===== config.mk =====
export PLATFORM = sky130hd
export DESIGN_NAME = midi_route_ctrl_flat
export DESIGN_NICKNAME = d
export VERILOG_FILES = /design/src/rtl/midi_route_ctrl_pkg.sv /design/src/rtl/midi_route_ctrl_if.sv /design/src/rtl/midi_route_ctrl_frontend.sv /design/src/rtl/midi_route_ctrl.sv /design/src/flat_wrapper.sv
export SDC_FILE = /design/constraint.sdc
export NUM_CORES = 1
export LEC_CHECK = 0
export CORE_ASPECT_RATIO = 1.1
export CORE_MARGIN = 2
export CORE_UTILIZATION = 59
export CTS_BUF_LIST = sky130_fd_sc_hd__clkbuf_4 sky130_fd_sc_hd__clkbuf_8
export CTS_CLUSTER_DIAMETER = 40
export DETAILED_ROUTE_END_ITERATION = 12
export PLACE_DENSITY = 0.84
export RECOVER_POWER = 25
export SYNTH_ARGS = -nofsm -noshare
export SYNTH_HDL_FRONTEND = slang
export SYNTH_SLANG_ARGS = --single-unit

===== constraint.sdc =====
create_clock -name clk -period 1.8 [get_ports clk]
set_clock_uncertainty 0.1 [all_clocks]
set_input_delay 0.36 -clock clk [delete_from_list [all_inputs] [get_ports clk]]
set_output_delay 0.36 -clock clk [all_outputs]
set_load 0.02 [all_outputs]

===== src/rtl/midi_route_ctrl_pkg.sv =====
// Shared constants, opcodes and FSM encoding for the MIDI routing controller.
package midi_rt_pkg;

  localparam int FRAME_W = 16;

  localparam logic [3:0] OP_NOP    = 4'h0;
  localparam logic [3:0] OP_WRITE  = 4'h1;
  localparam logic [3:0] OP_COMMIT = 4'h2;
  localparam logic [3:0] OP_MUTE   = 4'h3;
  localparam logic [3:0] OP_READ   = 4'h4;
  localparam logic [3:0] OP_CLEAR  = 4'h5;

  localparam logic [3:0] STATUS_MAGIC = 4'hA;

  typedef enum logic [1:0] {
    IDLE,
    SHIFT,
    EXEC
  } state_e;

  function automatic logic [FRAME_W-1:0] status_word(input logic err);
    return {STATUS_MAGIC, 11'b0, err};
  endfunction

endpackage


===== src/rtl/midi_route_ctrl_if.sv =====
// SPI bus between the MCU (master) and the routing controller (slave).
interface midi_route_ctrl_if;
  logic spi_clk;
  logic spi_ss;
  logic spi_mosi;
  logic spi_miso;

  modport master (output spi_clk, output spi_ss, output spi_mosi, input spi_miso);
  modport slave  (input spi_clk, input spi_ss, input spi_mosi, output spi_miso);
endinterface


===== src/rtl/midi_route_ctrl_frontend.sv =====
// SPI pin synchronizers and edge detectors for the routing controller.
module midi_spi_frontend (
  input  logic clk,
  input  logic nreset,
  input  logic spi_clk_i,
  input  logic spi_ss_i,
  input  logic spi_mosi_i,
  output logic ss_fall_o,
  output logic ss_rise_o,
  output logic sck_rise_o,
  output logic sck_fall_o,
  output logic mosi_o
);

  logic [1:0] sck_sync_q;
  logic [1:0] ss_sync_q;
  logic [1:0] mosi_sync_q;
  logic       sck_prev_q;
  logic       ss_prev_q;

  // Select resets to "asserted" so a frame already in progress at reset release
  // must first be seen going high before a falling edge can start a new one.
  always_ff @(posedge clk) begin
    if (!nreset) begin
      sck_sync_q <= 2'b00;
      ss_sync_q  <= 2'b00;
      sck_prev_q <= 1'b0;
      ss_prev_q  <= 1'b0;
    end else begin
      sck_sync_q <= {sck_sync_q[0], spi_clk_i};
      ss_sync_q  <= {ss_sync_q[0], spi_ss_i};
      sck_prev_q <= sck_sync_q[1];
      ss_prev_q  <= ss_sync_q[1];
    end
  end

  always_ff @(posedge clk) begin
    mosi_sync_q <= {mosi_sync_q[0], spi_mosi_i};
  end

  assign ss_fall_o  = ss_prev_q & ~ss_sync_q[1];
  assign ss_rise_o  = ~ss_prev_q & ss_sync_q[1];
  assign sck_rise_o = ~sck_prev_q & sck_sync_q[1];
  assign sck_fall_o = sck_prev_q & ~sck_sync_q[1];
  assign mosi_o     = mosi_sync_q[1];

endmodule


===== src/rtl/midi_route_ctrl.sv =====
// SPI command controller driving the MIDI routing tables and mute mask.
// Optional feature: define MIDI_RT_READBACK_EN to enable the READ (0x4) command.
module midi_route_ctrl
  import midi_rt_pkg::*;
#(
  parameter int NUM_OUT = 4,
  parameter int SEL_W   = 4
) (
  input  logic                     clk,
  input  logic                     nreset,
  midi_route_ctrl_if.slave         spi,
  output logic [NUM_OUT*SEL_W-1:0] route_sel,
  output logic [NUM_OUT-1:0]       mute,
  output logic                     route_vld,
  output logic                     frame_err
);

  localparam int TW = NUM_OUT * SEL_W;

  function automatic logic [TW-1:0] reset_table();
    logic [TW-1:0] t;
    t = '0;
    for (int i = 0; i < NUM_OUT; i++) t[i*SEL_W +: SEL_W] = SEL_W'(i);
    return t;
  endfunction

  logic ss_fall, ss_rise, sck_rise, sck_fall, mosi;

  midi_spi_frontend u_frontend (
    .clk        (clk),
    .nreset     (nreset),
    .spi_clk_i  (spi.spi_clk),
    .spi_ss_i   (spi.spi_ss),
    .spi_mosi_i (spi.spi_mosi),
    .ss_fall_o  (ss_fall),
    .ss_rise_o  (ss_rise),
    .sck_rise_o (sck_rise),
    .sck_fall_o (sck_fall),
    .mosi_o     (mosi)
  );

  state_e               state_q, state_d;
  logic [FRAME_W-1:0]   rx_q, rx_d;
  logic [4:0]           bit_cnt_q, bit_cnt_d;
  logic [TW-1:0]        shadow_q, shadow_d;
  logic [TW-1:0]        route_q, route_d;
  logic [NUM_OUT-1:0]   mute_q, mute_d;
  logic                 vld_q, vld_d;
  logic                 err_q, err_d;
  logic [FRAME_W-1:0]   tx_sh_q, tx_sh_d;
  logic                 miso_q, miso_d;
  logic [FRAME_W-1:0]   tx_word;

  logic [3:0] op, addr;
  logic [7:0] data;
  logic       addr_ok;
  logic       unused_data;

  assign op          = rx_q[15:12];
  assign addr        = rx_q[11:8];
  assign data        = rx_q[7:0];
  assign addr_ok     = (int'(addr) < NUM_OUT);
  assign unused_data = ^data;

`ifdef MIDI_RT_READBACK_EN
  logic               rd_pend_q, rd_pend_d;
  logic [FRAME_W-1:0] rd_word_q, rd_word_d;
  logic [SEL_W-1:0]   rd_slot;

  always_comb begin
    rd_slot = '0;
    for (int i = 0; i < NUM_OUT; i++)
      if (addr == 4'(i)) rd_slot = shadow_q[i*SEL_W +: SEL_W];
  end

  assign tx_word = rd_pend_q ? rd_word_q : status_word(err_q);
`else
  assign tx_word = status_word(err_q);
`endif

  always_comb begin
    state_d   = state_q;
    rx_d      = rx_q;
    bit_cnt_d = bit_cnt_q;
    shadow_d  = shadow_q;
    route_d   = route_q;
    mute_d    = mute_q;
    vld_d     = 1'b0;
    err_d     = err_q;
    tx_sh_d   = tx_sh_q;
    miso_d    = miso_q;
`ifdef MIDI_RT_READBACK_EN
    rd_pend_d = rd_pend_q;
    rd_word_d = rd_word_q;
`endif
    case (state_q)
      IDLE: begin
        miso_d = 1'b0;
        if (ss_fall) begin
          state_d   = SHIFT;
          bit_cnt_d = '0;
          tx_sh_d   = tx_word;
          miso_d    = tx_word[FRAME_W-1];
`ifdef MIDI_RT_READBACK_EN
          rd_pend_d = 1'b0;
`endif
        end
      end
      SHIFT: begin
        if (ss_rise) begin
          miso_d = 1'b0;
          if (bit_cnt_q == 5'd16) begin
            state_d = EXEC;
          end else begin
            err_d   = 1'b1;
            state_d = IDLE;
          end
        end else begin
          if (sck_rise) begin
            rx_d      = {rx_q[FRAME_W-2:0], mosi};
            bit_cnt_d = (bit_cnt_q == 5'd17) ? 5'd17 : bit_cnt_q + 5'd1;
          end
          // Zero fill means miso idles low once all 16 bits have gone out.
          if (sck_fall) begin
            miso_d  = tx_sh_q[FRAME_W-2];
            tx_sh_d = {tx_sh_q[FRAME_W-2:0], 1'b0};
          end
        end
      end
      EXEC: begin
        state_d = IDLE;
        case (op)
          OP_NOP: ;
          OP_WRITE: begin
            if (addr_ok) begin
              for (int i = 0; i < NUM_OUT; i++)
                if (addr == 4'(i)) shadow_d[i*SEL_W +: SEL_W] = data[SEL_W-1:0];
            end else begin
              err_d = 1'b1;
            end
          end
          OP_COMMIT: begin
            route_d = shadow_q;
            vld_d   = 1'b1;
          end
          OP_MUTE:  mute_d = data[NUM_OUT-1:0];
          OP_CLEAR: err_d  = 1'b0;
`ifdef MIDI_RT_READBACK_EN
          OP_READ: begin
            if (addr_ok) begin
              rd_word_d = {OP_READ, addr, 8'(rd_slot)};
              rd_pend_d = 1'b1;
            end else begin
              err_d = 1'b1;
            end
          end
`else
          OP_READ: err_d = 1'b1;
`endif
          default: err_d = 1'b1;
        endcase
      end
      default: state_d = IDLE;
    endcase
  end

  always_ff @(posedge clk) begin
    if (!nreset) begin
      state_q   <= IDLE;
      bit_cnt_q <= '0;
      shadow_q  <= reset_table();
      route_q   <= reset_table();
      mute_q    <= '1;
      vld_q     <= 1'b0;
      err_q     <= 1'b0;
      tx_sh_q   <= '0;
      miso_q    <= 1'b0;
    end else begin
      state_q   <= state_d;
      bit_cnt_q <= bit_cnt_d;
      shadow_q  <= shadow_d;
      route_q   <= route_d;
      mute_q    <= mute_d;
      vld_q     <= vld_d;
      err_q     <= err_d;
      tx_sh_q   <= tx_sh_d;
      miso_q    <= miso_d;
    end
  end

  always_ff @(posedge clk) begin
    rx_q <= rx_d;
  end

`ifdef MIDI_RT_READBACK_EN
  always_ff @(posedge clk) begin
    if (!nreset) rd_pend_q <= 1'b0;
    else         rd_pend_q <= rd_pend_d;
  end

  always_ff @(posedge clk) begin
    rd_word_q <= rd_word_d;
  end
`endif

  assign route_sel    = route_q;
  assign mute         = mute_q;
  assign route_vld    = vld_q;
  assign frame_err    = err_q;
  assign spi.spi_miso = miso_q;

endmodule

===== src/flat_wrapper.sv =====
// flat-port wrapper written by rule: the top's interface ports become plain ports
module midi_route_ctrl_flat import midi_rt_pkg::*;
#(
  parameter int NUM_OUT = 4,
  parameter int SEL_W   = 4
)
  (clk, nreset, route_sel, mute, route_vld, frame_err, spi_spi_clk, spi_spi_ss, spi_spi_mosi, spi_spi_miso);
  midi_route_ctrl_if spi_i ();
  input  logic clk;
  input  logic nreset;
  output logic [NUM_OUT*SEL_W-1:0] route_sel;
  output logic [NUM_OUT-1:0] mute;
  output logic route_vld;
  output logic frame_err;
  input wire logic [$bits(spi_i.spi_clk)-1:0] spi_spi_clk;
  input wire logic [$bits(spi_i.spi_ss)-1:0] spi_spi_ss;
  input wire logic [$bits(spi_i.spi_mosi)-1:0] spi_spi_mosi;
  output wire logic [$bits(spi_i.spi_miso)-1:0] spi_spi_miso;
  assign spi_i.spi_clk = spi_spi_clk;
  assign spi_i.spi_ss = spi_spi_ss;
  assign spi_i.spi_mosi = spi_spi_mosi;
  assign spi_spi_miso = spi_i.spi_miso;
  midi_route_ctrl #(.NUM_OUT(NUM_OUT), .SEL_W(SEL_W)) u_core (.clk(clk), .nreset(nreset), .spi(spi_i), .route_sel(route_sel), .mute(mute), .route_vld(route_vld), .frame_err(frame_err));
endmodule

After elaboration in Yosys (flattened, before gate mapping) --
Index checks and enable logic that the tools add are counted.
Storage, ports and cells: word-level logic and storage cells 91, bits in registers 85, bits of input ports 5, output and inout bits 23
Operators by class: equal/unequal tests 20, add/subtract/negate cells 1, reduce and logical (&&, ||, !) cells 19, mux-type cells 23, magnitude comparators 1, bitwise gates (word level) 9
Operators with widths (number):
- $mux 15 | 3
- $pmux 15 s2 | 1
- $reduce_and 4->1 | 6
- $mux 5 | 4
- $eq 4x2->1 const B | 4
- $eq 5x5->1 const B | 2
- $pmux 5 s2 | 1
- $reduce_and 2->1 | 5
- $eq 4x1->1 const B | 2
- $logic_not 4->1 | 2
- $ne 2x1->1 const B | 4
- $mux 1 | 7
- $mux 2 | 3
- $ne 2x2->1 const B | 3
- $add 5x1->5 const B | 1
- $not 1->1 | 5
- $reduce_and 5->1 | 1
- $and 1x1->1 | 4
- $eq 4x3->1 const B | 1
- $lt 4x3->1 const B | 1
- $pmux 1 s2 | 2
- $pmux 2 s2 | 1
- $reduce_bool 2->1 | 2
- $ne 3x1->1 const B | 1
- 7 further kinds | 7

Longest topological paths before layout --
word-level depth 5, depth in mapped cells 7, depth with buffers taken out 6

By module --
Synthesis repeated with hierarchy kept, for this count alone.
Unflattened totals: cells, all modules 303, area, all modules 3165.5 um^2
By module, submodules not included:
- midi_route_ctrl | seq. area each 1701.6 um^2, area an instance 2942.8 um^2, cells an instance 285, times used 1
- midi_spi_frontend | seq. area each 160.2 um^2, area an instance 222.7 um^2, cells an instance 18, times used 1

Worst setup path before layout --
OpenSTA, ideal clock, no wires.
path type flip-flop to flip-flop, start point reg u_core.state_q[1], end point reg u_core.bit_cnt_q[4], period minus slack after synthesis 1.594 ns, path slack 0.206 ns, path buffers 1, stages on the path, launching flop included 7, data arrival time 1.375 ns, library setup time 0.120 ns, required time 1.580 ns, cell sequence dfxtp_1 > buf_4 > nor3b_1 > nand3_2 > inv_2 > nor3b_1 > o31a_1
Between the ends: cells in the longest elaborated chain, start to end 3, elaborated cells on any way between the ends 8, classes of those cells 4 x eq/ne; 1 x mux; 3 x reduce/logical
RTL lines:
- from (decl) | RTL line midi_route_ctrl.sv:42 | state_e state_q, state_d;
- from (signal assigned) | RTL line midi_route_ctrl.sv:179 | state_q <= state_d;
- $eq 2x1->1 or $logic_not 2->1 (tied branches) | RTL line midi_route_ctrl.sv:96 | case (state_q)
- $ne 2x1->1 (no source line) (tied with other cells)
- $reduce_and 4->1 (no source line)
- to (signal assigned) | RTL line midi_route_ctrl.sv:180 | bit_cnt_q <= bit_cnt_d;
- to (decl) | RTL line midi_route_ctrl.sv:44 | logic [4:0] bit_cnt_q, bit_cnt_d;
Parallel ways exist; a longest one is shown, timed or not. A chain may end at the register's enable or synchronous reset.

Worst setup path in the final report --
start point reg u_core.route_q[12] (netlist: u_core.route_sel[12]), end point out route_sel[12]
RTL lines:
- from (decl) | RTL line midi_route_ctrl.sv:46 | logic [TW-1:0] route_q, route_d;
- from (signal assigned) | RTL line midi_route_ctrl.sv:172 | route_q <= reset_table();
- from (signal assigned) | RTL line midi_route_ctrl.sv:182 | route_q <= route_d;
- to (decl) | RTL line flat_wrapper.sv:11 | output logic [NUM_OUT*SEL_W-1:0] route_sel;
No word-level cell between the ends.

==> impl_metrics.xml <==
<?xml version="1.0" encoding="UTF-8"?>
<metrics>
  <group name="outcome">
    <metric name="status" unit="">finished, final reports clean</metric>
  </group>
  <group name="layout">
    <metric name="final_layout_size_suffix_gt1_share" unit="%">10.25</metric>
    <metric name="mostFrequentLayoutCell" unit="">sky130_fd_sc_hd__dfxtp_1</metric>
    <metric name="fin_nets" unit="">325</metric>
    <metric name="antenna-diode-count" unit="">0</metric>
    <metric name="mostFrequentLayoutCells" unit="">69 x sky130_fd_sc_hd__dfxtp_1, 40 x sky130_fd_sc_hd__nand2_1, 29 x sky130_fd_sc_hd__mux2i_1</metric>
    <metric name="area_growth" unit="%">17.97</metric>
    <metric name="instances_no_fill" unit="">380</metric>
  </group>
  <group name="critical_path">
    <metric name="cp_slowest_stage_delay" unit="ns">0.60</metric>
    <metric name="timing.critical_path.cells" unit="">clkdlybuf4s50_1</metric>
    <metric name="cpLargestDelayFamily" unit="">buffers and inverters</metric>
    <metric name="critical_path_class" unit="">flop to output port</metric>
    <metric name="ff2ff_setup_slack" unit="ns">0.12</metric>
    <metric name="cp_slowest_cell" unit="">sky130_fd_sc_hd__clkdlybuf4s50_1</metric>
    <metric name="worst-path-stages" unit="">1</metric>
    <metric name="r2r.worst_path.cells" unit="">4</metric>
    <metric name="path_max_fanout" unit="">2</metric>
    <metric name="cp.arrival" unit="ns">1.29</metric>
    <metric name="required" unit="ns">1.34</metric>
    <metric name="crit_buf_inv" unit="">1</metric>
    <metric name="start_kind" unit="">flop</metric>
    <metric name="critical_path.endpoint_type" unit="">output port</metric>
  </group>
  <group name="logic_synthesis">
    <metric name="syn_area_per_cell" unit="um^2">10.98</metric>
    <metric name="yosys_register_bits" unit="">85</metric>
    <metric name="synth.distinct_cells" unit="">50</metric>
    <metric name="netlist_instances" unit="">284</metric>
    <metric name="ys.warnings.count" unit="">0</metric>
    <metric name="synth_edf_count" unit="">16</metric>
    <metric name="syn-cell-area" unit="mm^2">0.003119</metric>
    <metric name="synth-seq-area-share" unit="%">59.69</metric>
    <metric name="syn-num-nets" unit="">292</metric>
    <metric name="synth_async_sr_flop_share" unit="%">0</metric>
    <metric name="dominantRegCellSynth" unit="">sky130_fd_sc_hd__dfxtp_1</metric>
  </group>
  <group name="drt">
    <metric name="detail_route.vias_per_cell" unit="">5.682</metric>
    <metric name="drt-initial-drc-count" unit="">105</metric>
    <metric name="drt_first_pass_iters" unit="">4</metric>
    <metric name="route.detailed.wl_per_inst" unit="um">14.90</metric>
    <metric name="antenna_left" unit="">0</metric>
    <metric name="drt_drc_violations_left" unit="">0</metric>
    <metric name="route.vias.total" unit="">2159</metric>
    <metric name="postRouteWirelength" unit="um">5662</metric>
  </group>
  <group name="floorplanning">
    <metric name="placementRows" unit="">27</metric>
    <metric name="die_y" unit="um">80.26</metric>
    <metric name="io_pins" unit="">28</metric>
    <metric name="floorplan.die_area" unit="mm^2">0.005885</metric>
    <metric name="chipWidth" unit="um">73.33</metric>
    <metric name="start_util" unit="%">61.56</metric>
    <metric name="core-area" unit="mm^2">0.005067</metric>
  </group>
  <group name="global_route">
    <metric name="via_count_of_the_first_global_routing_pass" unit="">2016</metric>
    <metric name="global_route.overflow_total" unit="">0</metric>
    <metric name="global_route_wire_length_before_repair" unit="um">9252</metric>
    <metric name="grt_util_all_layers" unit="%">20.86</metric>
    <metric name="grt_max_degree" unit="">45</metric>
    <metric name="antenna_found_initial" unit="">0</metric>
  </group>
  <group name="sta">
    <metric name="timing.setup.tns" unit="ns">0</metric>
    <metric name="finalWorstPathRequiredPeriod" unit="ns">1.753</metric>
    <metric name="maxSlewViolCount" unit="">0</metric>
    <metric name="maxClockFrequency" unit="GHz">0.5704</metric>
    <metric name="setup_viol" unit="">0</metric>
    <metric name="worst_slew_margin_rel" unit="%">74.57</metric>
    <metric name="fin_crit_sh" unit="%">97.40</metric>
    <metric name="total_count_of_hold_check_failures_in_the_final_report" unit="">0</metric>
    <metric name="worst_slew_pin_slew" unit="ns">0.3813</metric>
    <metric name="rsz0062_at_grt" unit="">false</metric>
  </group>
  <group name="place">
    <metric name="placedCellCount" unit="">364</metric>
    <metric name="buffer_ports.inserted" unit="">27</metric>
    <metric name="place.gp.congestion" unit="">0.8170</metric>
    <metric name="dp_hpwl" unit="um">3697</metric>
  </group>
  <group name="pwr">
    <metric name="ir_worst_vdd" unit="mV">0.8839</metric>
    <metric name="power_density" unit="mW/mm^2">938.3</metric>
    <metric name="static-leakage-power" unit="nW">1.505</metric>
  </group>
  <group name="cts">
    <metric name="post_cts_resized" unit="">1</metric>
    <metric name="root_buffer_selected_by_cts" unit="">sky130_fd_sc_hd__clkbuf_8</metric>
    <metric name="clk_pin_slew_worst_paths" unit="ns">0.08</metric>
    <metric name="clkSinkCount" unit="">85</metric>
    <metric name="cts_tree" unit="">done</metric>
    <metric name="worst_skew_pair.late_latency" unit="ns">0.35</metric>
    <metric name="cts_hold_buffers" unit="">0</metric>
    <metric name="post_cts.repair.setup_buffers" unit="">0</metric>
    <metric name="buffer_levels_on_the_longest_clock_path" unit="">2</metric>
    <metric name="numCtsBuffers" unit="">9</metric>
    <metric name="htree_num_levels" unit="">3</metric>
  </group>
  <group name="run">
    <metric name="cap_viol_max_count" unit="">0</metric>
  </group>
  <group name="worst_hold_path">
    <metric name="hold_path_class" unit="">flop to flop</metric>
    <metric name="hold-path-cell-count" unit="">0</metric>
  </group>
</metrics>
-- report_power, final --
group | internal (W) | total [W] | leakage [nW] | switching [W]
Combinational | 0.0000256 | 0.0000702 | 0.701 | 0.0000446
Clock | 0.000794 | 0.00144 | 0.102 | 0.000643
Sequential | 0.00194 | 0.00195 | 0.702 | 0.00000640
-- cells by family after synthesis --
family	synth area share, %
adder cells (fa/ha/maj)	1.203
AND/OR/NAND/NOR	18.61
buffers and inverters	3.249
AO/OA/AOI/OAI	7.943
multiplexers	9.306
flip-flops	59.69
-- synthesized netlist by cell type (2+ instances only) --
cell	n	area [um^2]
sky130_fd_sc_hd__nor3_1	3	15.01
sky130_fd_sc_hd__nand4b_1	4	35.03
sky130_fd_sc_hd__buf_4	4	30.03
sky130_fd_sc_hd__nand2_1	40	150.1
sky130_fd_sc_hd__dfxtp_1	69	1381
sky130_fd_sc_hd__and2_1	6	37.54
sky130_fd_sc_hd__clkbuf_1	7	26.28
sky130_fd_sc_hd__inv_1	6	22.52
sky130_fd_sc_hd__o21ai_0	8	40.04
sky130_fd_sc_hd__nand2b_1	2	12.51
sky130_fd_sc_hd__ha_1	3	37.54
sky130_fd_sc_hd__and3_1	3	18.77
sky130_fd_sc_hd__edfxtp_1	16	480.5
sky130_fd_sc_hd__mux2i_1	29	290.3
sky130_fd_sc_hd__nor2_1	17	63.81
sky130_fd_sc_hd__nand3_1	12	60.06
sky130_fd_sc_hd__nand4_1	3	18.77
sky130_fd_sc_hd__nor3b_1	3	22.52
sky130_fd_sc_hd__nor2b_1	4	25.02
sky130_fd_sc_hd__a21oi_1	2	10.01
sky130_fd_sc_hd__a31oi_1	2	12.51
sky130_fd_sc_hd__o22ai_1	13	81.33
-- state kept, by name, summed over array words and instances (netlist names), 4 cells and up --
signal / cells
u_core.shadow_q: 16
u_core.bit_cnt_q: 5
u_core.route_sel: 16
u_core.tx_sh_q: 15
u_core.mute: 4
u_core.rx_q: 16
-- cell type report --
cell class | count | area, um^2
Fill cell | 370 | 1388
Timing Repair Buffer | 35 | 340.3
Clock inverter | 6 | 87.58
Multi-Input combinational cell | 178 | 1156
Sequential cell | 85 | 1862
Clock buffer | 10 | 131.4
Inverter | 8 | 30.03
Tap cell | 58 | 72.57
-- stage by stage --
step	cell area, um^2	power, W	utilization (%)	worst slack, ns	hold WS (ns)
after global placement	3471	0.002062	68.49	0.2176	0.2116
after CTS	3689	0.003483	72.79	0.0001774	0.2411
after detailed placement	3471	0.002063	68.49	0.1308	0.2168
after floorplan	3119	0.002035	-	0.2058	0.2096
final	3680	0.003453	72.62	0.04672	0.2404
after global routing	3680	0.003559	72.62	0.001887	0.2453
-- layer usage --
layer / up-vias / routed length [um] / global-route usage, %
li1: 1073 / - / -
met1: 1028 / 2555 / 26.46
met2: 51 / 2804 / 32.70
met3: 7 / 215 / 4.893
met4: 0 / 87 / 11.27
met5: - / 0 / 0
-- path summary, 6_finish.rpt --
check / from / endpoint
worst max-delay path: u_core.route_sel[12] / route_sel[12]
worst max register to register: u_core.rx_q[14] / u_core.shadow_q[12]
worst min register to register: u_core.u_frontend.mosi_sync_q[0] / u_core.u_frontend.mosi_sync_q[1]
worst min-delay path: u_core.u_frontend.mosi_sync_q[0] / u_core.u_frontend.mosi_sync_q[1]
Power figures use the tool's default switching activity.
